===== config.mk =====
export PLATFORM = sky130hd
export DESIGN_NAME = mem_arbiter_flat
export DESIGN_NICKNAME = d
export VERILOG_FILES = /design/src/rtl/mem_cfg_pkg.sv /design/src/rtl/mem_arbiter_if.sv /design/src/rtl/mem_arbiter_rr.sv /design/src/rtl/mem_arbiter.sv /design/src/flat_wrapper.sv
export SDC_FILE = /design/constraint.sdc
export NUM_CORES = 1
export LEC_CHECK = 0
export ABC_AREA = 1
export CORE_MARGIN = 1
export CORE_UTILIZATION = 43
export CTS_CLUSTER_SIZE = 30
export DETAILED_ROUTE_END_ITERATION = 7
export PLACE_DENSITY_LB_ADDON = 0.12
export SYNTH_ARGS = -nofsm -noshare
export SYNTH_HDL_FRONTEND = slang
export SYNTH_HIERARCHICAL = 1
export SYNTH_SLANG_ARGS = --single-unit

===== constraint.sdc =====
create_clock -name clk_i -period 4.8 [get_ports clk_i]
set_clock_uncertainty 0.2 [all_clocks]
set_input_delay 0.96 -clock clk_i [delete_from_list [all_inputs] [get_ports clk_i]]
set_output_delay 0.96 -clock clk_i [all_outputs]
set_load 0.005 [all_outputs]

===== src/rtl/mem_cfg_pkg.sv =====
// Shared memory-configuration types: access width, arbiter state set and the
// request bundle used between requesters and the interleaved memory.
package mem_cfg_pkg;

    localparam int unsigned MEM_ADDR_W = 10;

    typedef enum logic [1:0] {
        BYTE = 2'd0,
        HALF = 2'd1,
        WORD = 2'd2
    } mem_width_t;

    typedef enum logic [1:0] {
        IDLE    = 2'd0,
        ISSUE   = 2'd1,
        CAPTURE = 2'd2,
        RESP    = 2'd3
    } arb_state_t;

    typedef struct packed {
        logic [MEM_ADDR_W-1:0] addr;
        logic                  we;
        mem_width_t            width;
        logic                  sext;
        logic [31:0]           wdata;
    } mem_req_t;

endpackage


===== src/rtl/mem_arbiter_if.sv =====
// Requester-side and memory-side bundle of the memory arbiter.
// slave = arbiter view, master = requesters plus memory.
interface mem_arbiter_if import mem_cfg_pkg::*; #(
    parameter int unsigned NUM_REQ = 2,
    parameter int unsigned ADDR_W  = 10
);
    logic       [NUM_REQ-1:0]             req_valid_i;
    logic       [NUM_REQ-1:0]             req_ready_o;
    logic       [NUM_REQ-1:0][ADDR_W-1:0] req_addr_i;
    logic       [NUM_REQ-1:0]             req_we_i;
    mem_width_t [NUM_REQ-1:0]             req_width_i;
    logic       [NUM_REQ-1:0]             req_sext_i;
    logic       [NUM_REQ-1:0][31:0]       req_wdata_i;
    logic       [NUM_REQ-1:0]             rsp_valid_o;
    logic       [NUM_REQ-1:0]             rsp_ready_i;
    logic       [31:0]                    rsp_rdata_o;
    logic       [ADDR_W-1:0]              mem_addr_o;
    logic                                 mem_we_o;
    mem_width_t                           mem_width_o;
    logic                                 mem_sext_o;
    logic       [31:0]                    mem_wdata_o;
    logic       [31:0]                    mem_rdata_i;

    modport slave (
        input  req_valid_i, req_addr_i, req_we_i, req_width_i, req_sext_i,
               req_wdata_i, rsp_ready_i, mem_rdata_i,
        output req_ready_o, rsp_valid_o, rsp_rdata_o, mem_addr_o, mem_we_o,
               mem_width_o, mem_sext_o, mem_wdata_o
    );

    modport master (
        output req_valid_i, req_addr_i, req_we_i, req_width_i, req_sext_i,
               req_wdata_i, rsp_ready_i, mem_rdata_i,
        input  req_ready_o, rsp_valid_o, rsp_rdata_o, mem_addr_o, mem_we_o,
               mem_width_o, mem_sext_o, mem_wdata_o
    );

endinterface


===== src/rtl/mem_arbiter_rr.sv =====
// Combinational rotate-priority arbiter: the first valid index above
// last_grant (wrapping) receives a one-hot grant.
module rr_arbiter #(
    parameter int unsigned NUM_REQ = 2,
    parameter int unsigned IDX_W   = 1
) (
    input  logic [NUM_REQ-1:0] valid,
    input  logic [IDX_W-1:0]   last_grant,
    output logic [NUM_REQ-1:0] grant
);
    int unsigned idx;

    always_comb begin
        grant = '0;
        idx   = 0;
        for (int unsigned off = 1; off <= NUM_REQ; off++) begin
            idx = (32'(last_grant) + off) % NUM_REQ;
            if (valid[IDX_W'(idx)] && (grant == '0)) begin
                grant[IDX_W'(idx)] = 1'b1;
            end
        end
    end

endmodule


===== src/rtl/mem_arbiter.sv =====
// Round-robin arbiter sharing one memory between NUM_REQ requesters,
// one access in flight: IDLE -> ISSUE -> CAPTURE -> RESP.
module mem_arbiter import mem_cfg_pkg::*; #(
    parameter int unsigned NUM_REQ = 2,
    parameter int unsigned ADDR_W  = 10
) (
    input logic          clk_i,
    input logic          rst_ni,
    mem_arbiter_if.slave bus
);
    localparam int unsigned IDX_W = $clog2(NUM_REQ);

    localparam logic [1:0] ST_IDLE    = IDLE;
    localparam logic [1:0] ST_ISSUE   = ISSUE;
    localparam logic [1:0] ST_CAPTURE = CAPTURE;
    localparam logic [1:0] ST_RESP    = RESP;

    logic [1:0]         state;
    logic [IDX_W-1:0]   last_grant;
    logic [IDX_W-1:0]   owner;
    logic [IDX_W-1:0]   grant_idx;
    logic [NUM_REQ-1:0] grant;
    logic [NUM_REQ-1:0] ready;
    logic [NUM_REQ-1:0] rsp_valid;
    logic               accept;
    logic               cmd_we;
    logic [ADDR_W-1:0]  mem_addr;
    logic               mem_we;
    mem_width_t         mem_width;
    logic               mem_sext;
    logic [31:0]        mem_wdata;
    logic [31:0]        rsp_rdata;

    rr_arbiter #(
        .NUM_REQ (NUM_REQ),
        .IDX_W   (IDX_W)
    ) u_rr (
        .valid      (bus.req_valid_i),
        .last_grant (last_grant),
        .grant      (grant)
    );

    always_comb begin
        grant_idx = '0;
        for (int unsigned i = 0; i < NUM_REQ; i++) begin
            if (grant[i]) begin
                grant_idx = IDX_W'(i);
            end
        end
    end

    assign ready  = (state == ST_IDLE) ? grant : '0;
    assign accept = |(bus.req_valid_i & ready);

    // mem_we is a register so that it drops with rst_ni, not at the next edge.
    always_ff @(posedge clk_i or negedge rst_ni) begin
        if (!rst_ni) begin
            state      <= ST_IDLE;
            last_grant <= IDX_W'(NUM_REQ - 1);
            owner      <= '0;
            cmd_we     <= 1'b0;
            mem_addr   <= '0;
            mem_we     <= 1'b0;
            mem_width  <= BYTE;
            mem_sext   <= 1'b0;
            mem_wdata  <= '0;
            rsp_valid  <= '0;
            rsp_rdata  <= '0;
        end else begin
            case (state)
                ST_IDLE: begin
                    if (accept) begin
                        mem_addr   <= bus.req_addr_i[grant_idx];
                        mem_we     <= bus.req_we_i[grant_idx];
                        cmd_we     <= bus.req_we_i[grant_idx];
                        mem_width  <= bus.req_width_i[grant_idx];
                        mem_sext   <= bus.req_sext_i[grant_idx];
                        mem_wdata  <= bus.req_wdata_i[grant_idx];
                        owner      <= grant_idx;
                        last_grant <= grant_idx;
                        state      <= ST_ISSUE;
                    end
                end
                ST_ISSUE: begin
                    mem_we <= 1'b0;
                    state  <= ST_CAPTURE;
                end
                ST_CAPTURE: begin
                    rsp_rdata        <= cmd_we ? '0 : bus.mem_rdata_i;
                    rsp_valid[owner] <= 1'b1;
                    state            <= ST_RESP;
                end
                ST_RESP: begin
                    if (bus.rsp_ready_i[owner]) begin
                        rsp_valid <= '0;
                        state     <= ST_IDLE;
                    end
                end
                default: state <= ST_IDLE;
            endcase
        end
    end

    assign bus.req_ready_o = ready;
    assign bus.rsp_valid_o = rsp_valid;
    assign bus.rsp_rdata_o = rsp_rdata;
    assign bus.mem_addr_o  = mem_addr;
    assign bus.mem_we_o    = mem_we;
    assign bus.mem_width_o = mem_width;
    assign bus.mem_sext_o  = mem_sext;
    assign bus.mem_wdata_o = mem_wdata;

endmodule


===== src/flat_wrapper.sv =====
// flat-port wrapper written by rule: the top's interface ports become plain ports
module mem_arbiter_flat import mem_cfg_pkg::*;
#(
    parameter int unsigned NUM_REQ = 2,
    parameter int unsigned ADDR_W  = 10
)
  (clk_i, rst_ni, bus_req_valid_i, bus_req_addr_i, bus_req_we_i, bus_req_width_i, bus_req_sext_i, bus_req_wdata_i, bus_rsp_ready_i, bus_mem_rdata_i, bus_req_ready_o, bus_rsp_valid_o, bus_rsp_rdata_o, bus_mem_addr_o, bus_mem_we_o, bus_mem_width_o, bus_mem_sext_o, bus_mem_wdata_o);
  mem_arbiter_if #(.NUM_REQ(NUM_REQ), .ADDR_W(ADDR_W)) bus_i ();
  input logic clk_i;
  input logic rst_ni;
  input wire logic [$bits(bus_i.req_valid_i)-1:0] bus_req_valid_i;
  input wire logic [$bits(bus_i.req_addr_i)-1:0] bus_req_addr_i;
  input wire logic [$bits(bus_i.req_we_i)-1:0] bus_req_we_i;
  input wire logic [$bits(bus_i.req_width_i)-1:0] bus_req_width_i;
  input wire logic [$bits(bus_i.req_sext_i)-1:0] bus_req_sext_i;
  input wire logic [$bits(bus_i.req_wdata_i)-1:0] bus_req_wdata_i;
  input wire logic [$bits(bus_i.rsp_ready_i)-1:0] bus_rsp_ready_i;
  input wire logic [$bits(bus_i.mem_rdata_i)-1:0] bus_mem_rdata_i;
  output wire logic [$bits(bus_i.req_ready_o)-1:0] bus_req_ready_o;
  output wire logic [$bits(bus_i.rsp_valid_o)-1:0] bus_rsp_valid_o;
  output wire logic [$bits(bus_i.rsp_rdata_o)-1:0] bus_rsp_rdata_o;
  output wire logic [$bits(bus_i.mem_addr_o)-1:0] bus_mem_addr_o;
  output wire logic [$bits(bus_i.mem_we_o)-1:0] bus_mem_we_o;
  output wire logic [$bits(bus_i.mem_width_o)-1:0] bus_mem_width_o;
  output wire logic [$bits(bus_i.mem_sext_o)-1:0] bus_mem_sext_o;
  output wire logic [$bits(bus_i.mem_wdata_o)-1:0] bus_mem_wdata_o;
  assign bus_i.req_valid_i = bus_req_valid_i;
  assign bus_i.req_addr_i = bus_req_addr_i;
  assign bus_i.req_we_i = bus_req_we_i;
  assign bus_i.req_width_i = bus_req_width_i;
  assign bus_i.req_sext_i = bus_req_sext_i;
  assign bus_i.req_wdata_i = bus_req_wdata_i;
  assign bus_i.rsp_ready_i = bus_rsp_ready_i;
  assign bus_i.mem_rdata_i = bus_mem_rdata_i;
  assign bus_req_ready_o = bus_i.req_ready_o;
  assign bus_rsp_valid_o = bus_i.rsp_valid_o;
  assign bus_rsp_rdata_o = bus_i.rsp_rdata_o;
  assign bus_mem_addr_o = bus_i.mem_addr_o;
  assign bus_mem_we_o = bus_i.mem_we_o;
  assign bus_mem_width_o = bus_i.mem_width_o;
  assign bus_mem_sext_o = bus_i.mem_sext_o;
  assign bus_mem_wdata_o = bus_i.mem_wdata_o;
  mem_arbiter #(.NUM_REQ(NUM_REQ), .ADDR_W(ADDR_W)) u_core (.clk_i(clk_i), .rst_ni(rst_ni), .bus(bus_i));
endmodule

==> impl_metrics.env <==
export IMPL_r2r_cells=7
export IMPL_layout_common_cells="nand2_1, clkdlybuf4s50_1, dfrtp_1"
export IMPL_htree_levels=3
export IMPL_synth_compound_area_share_pct=9.74
export IMPL_wl_microns=11600
export IMPL_power_density_mw_per_mm2=526
export IMPL_grt_pass1_vias=3933
export IMPL_yosysSeqAreaShare_pct=53.4
export IMPL_core_sq_mm=0.00885
export IMPL_cts_tree="yes"
export IMPL_cts_buffer_depth=2
export IMPL_synth_simple_area_share_pct=25.9
export IMPL_fin_ws_ns=1.32
export IMPL_syn_area_sq_mm=0.00398
export IMPL_cts_root_buf="clkbuf_8"
export IMPL_violations="DRC"
export IMPL_final_common_cell="nand2_1"
export IMPL_worstPathRequired_ns=3.64
export IMPL_vdd_drop_max_v=0.000254
export IMPL_finalHoldViolations=0
export IMPL_setup_violations_final=0
export IMPL_period_share_pct=72.5
export IMPL_fin_area_sq_mm=0.00631
export IMPL_portBuffers=211
export IMPL_startpoint="bus_req_valid_i[0]"
export IMPL_ys_ff_latch=85
export IMPL_track_usage_pct=25.0
export IMPL_rsz0062_at_grt="false"
export IMPL_fmax_ghz=0.288
export IMPL_ctsResizeCount=0
export IMPL_netlist_instances=492
export IMPL_die_h_microns=98.3
export IMPL_dieArea_sq_mm=0.00965
export IMPL_dpl_cell_area_sq_mm=0.00610
export IMPL_ctsHoldBuffers=0
export IMPL_synth_xor_area_share_pct=0
export IMPL_drt_iter0_markers=182
export IMPL_place_ws_ns=1.01
export IMPL_globalplace_congestion=0.813
export IMPL_synth_top_family_by_area="simple AND/OR/NAND/NOR gates"
export IMPL_cts_setup_buffers=0
export IMPL_numCtsBuffers=9
export IMPL_grt_ovfl_total=0
export IMPL_outcome="finished with violations"
export IMPL_fp_row_count=34
export IMPL_synthAdderAreaFrac_pct=1.57
export IMPL_startpoint_type="primary input"
export IMPL_grt_max_degree=95
export IMPL_fillers=701
export IMPL_holdCritPathClass="reg2reg"
export IMPL_cp_endpoint="bus_req_ready_o[0]"
export IMPL_crit_path_end_kind="primary output"
export IMPL_cp_max_fo=4
export IMPL_wire_per_inst_microns=14.4
export IMPL_cts_sinks=85
export IMPL_num_antenna_cells=0
export IMPL_ant_nets=0
export IMPL_slew_headroom_pct=30.0
export IMPL_drc=14
export IMPL_worstSkewPairLatency_ns=0.35
export IMPL_nNetsFinal=822
export IMPL_grt_pass1_wl_microns=19100
export IMPL_areaGrowthSynthToFinish_pct=58.4
export IMPL_drt_vias_per_instance=4.90
export IMPL_antenna_found_initial=0
export IMPL_finalPower_mw=3.32
export IMPL_hold_slack_ns=0.283
export IMPL_reg2reg_to="u_core/bus.mem_wdata_o[16]$_DFFE_PN0P_"
export IMPL_tightest_slew_ns=1.05
export IMPL_die_w_microns=98.3
export IMPL_top_level_ports=212
export IMPL_arrival_ns=2.32
export IMPL_r2r_start="u_core/last_grant$_DFFE_PN1P_"
export IMPL_start_util_pct=45.0
export IMPL_layout_drive_gt1_share_pct=3.61
export IMPL_synth_nets=627
export IMPL_synthMuxAreaShare_pct=0
export IMPL_num_vias=3919
export IMPL_p_leak_nw=3.14
export IMPL_ff2ff_setup_slack_ns=2.11
export IMPL_dr_pass1_iters=8
export IMPL_setup_tns_ns=0
export IMPL_synth_distinct_cells=17
export IMPL_synth_warnings=6
export IMPL_finalMaxSlewViolations=0
export IMPL_avgSynthCellArea_sq_um=8.10
export IMPL_drv_cap=0
export IMPL_finalCriticalPeriod_ns=3.48
export IMPL_worstSetupPathType="in2out"
export IMPL_dpl_hpwl_microns=8160
export IMPL_clk_pin_slew_ns=0.09
[power breakdown]
group          total (mW)  internal, mW  switching [mW]
logic                1.57         0.843           0.728
registers            1.22          1.04           0.181
clock network       0.527         0.258           0.268
total                3.32          2.14            1.18
[stage by stage]
step           cells  utilization (%)
2_1_floorplan    492                -
3_3_place_gp     784             69.0
3_5_place_dp     784             69.0
4_1_cts          800             71.3
5_1_grt          800             71.3
6_report         800             71.3
[cells by family (layout without fill, tap and decap cells)]
kind of cell | after synthesis | count (layout)
adders and majority gates | 5 | 5
DFF | 85 | 85
buffers and inverters | 87 | 287
and+or+nand+nor | 261 | 261
AOI/OAI and AO/OA | 54 | 54
[critical path: stages]
cell and delay [ns]:
clkdlybuf4s50_1 0.57, nand2_1 0.08, nand2_1 0.09, nand2_1 0.05
inv_1 0.05, clkdlybuf4s50_1 0.52
[sequential cells by signal, indices dropped and copies added (netlist names)]
name,cells
u_core/bus.mem_sext_o,1
u_core/cmd_we,1
u_core/last_grant,1
u_core/bus.mem_width_o,2
u_core/bus.mem_we_o,1
u_core/owner,1
u_core/bus.mem_addr_o,10
u_core/bus.mem_wdata_o,32
u_core/bus.rsp_rdata_o,32
u_core/state,2
u_core/bus.rsp_valid_o,2
[layer usage]
| metal | up-vias | wire length [microns] | global-route usage [%] |
|---|---|---|---|
| li1 | 1930 | - | - |
| met1 | 1833 | 4690 | 30.7 |
| met2 | 145 | 5810 | 43.9 |
| met3 | 11 | 919 | 6.16 |
| met4 | 0 | 133 | 7.00 |
| met5 | - | 0 | 0 |
[Yosys cell counts]
cell type | n | area [sq um]
dfrtp_1 | 84 | 2100
o21ai_1 | 1 | 5.00
clkbuf_1 | 9 | 33.8
or2_2 | 1 | 6.26
inv_1 | 56 | 210
dfstp_2 | 1 | 26.3
o211ai_1 | 47 | 353
nand2_2 | 1 | 6.26
inv_2 | 1 | 3.75
buf_4 | 9 | 67.6
ha_1 | 5 | 62.6
buf_2 | 9 | 45.0
o21ai_0 | 5 | 25.0
buf_1 | 3 | 11.3
a21oi_1 | 1 | 5.00
nand2_1 | 220 | 826
nand3_1 | 39 | 195
[area by class of cell]
class                      count  area [sq um]  share of cell area (%)
clock buffer                  10           138                    2.18
clock inverter                 6          68.8                    1.09
inverter                      57           214                    3.39
multi-input combinational    320          1500                    23.7
sequential                    85          2130                    33.7
tap                          108           135                    2.14
timing repair buffer         214          2130                    33.8
[worst min path at each step]
stage                                                start                                     end  slack (ns)  depth (start not counted)
global placement    u_core/bus.rsp_rdata_o[23]$_DFFE_PN0P_  u_core/bus.rsp_rdata_o[23]$_DFFE_PN0P_        0.26                          2
global route        u_core/bus.mem_wdata_o[14]$_DFFE_PN0P_  u_core/bus.mem_wdata_o[14]$_DFFE_PN0P_        0.30                          2
detailed placement  u_core/bus.rsp_rdata_o[31]$_DFFE_PN0P_  u_core/bus.rsp_rdata_o[31]$_DFFE_PN0P_        0.26                          2
CTS                 u_core/bus.mem_wdata_o[14]$_DFFE_PN0P_  u_core/bus.mem_wdata_o[14]$_DFFE_PN0P_        0.29                          2
finish                u_core/bus.mem_addr_o[9]$_DFFE_PN0P_    u_core/bus.mem_addr_o[9]$_DFFE_PN0P_        0.28                          2
floorplan                    u_core/last_grant$_DFFE_PN1P_           u_core/last_grant$_DFFE_PN1P_        0.25                          2
(Power assumes the default switching activity.)
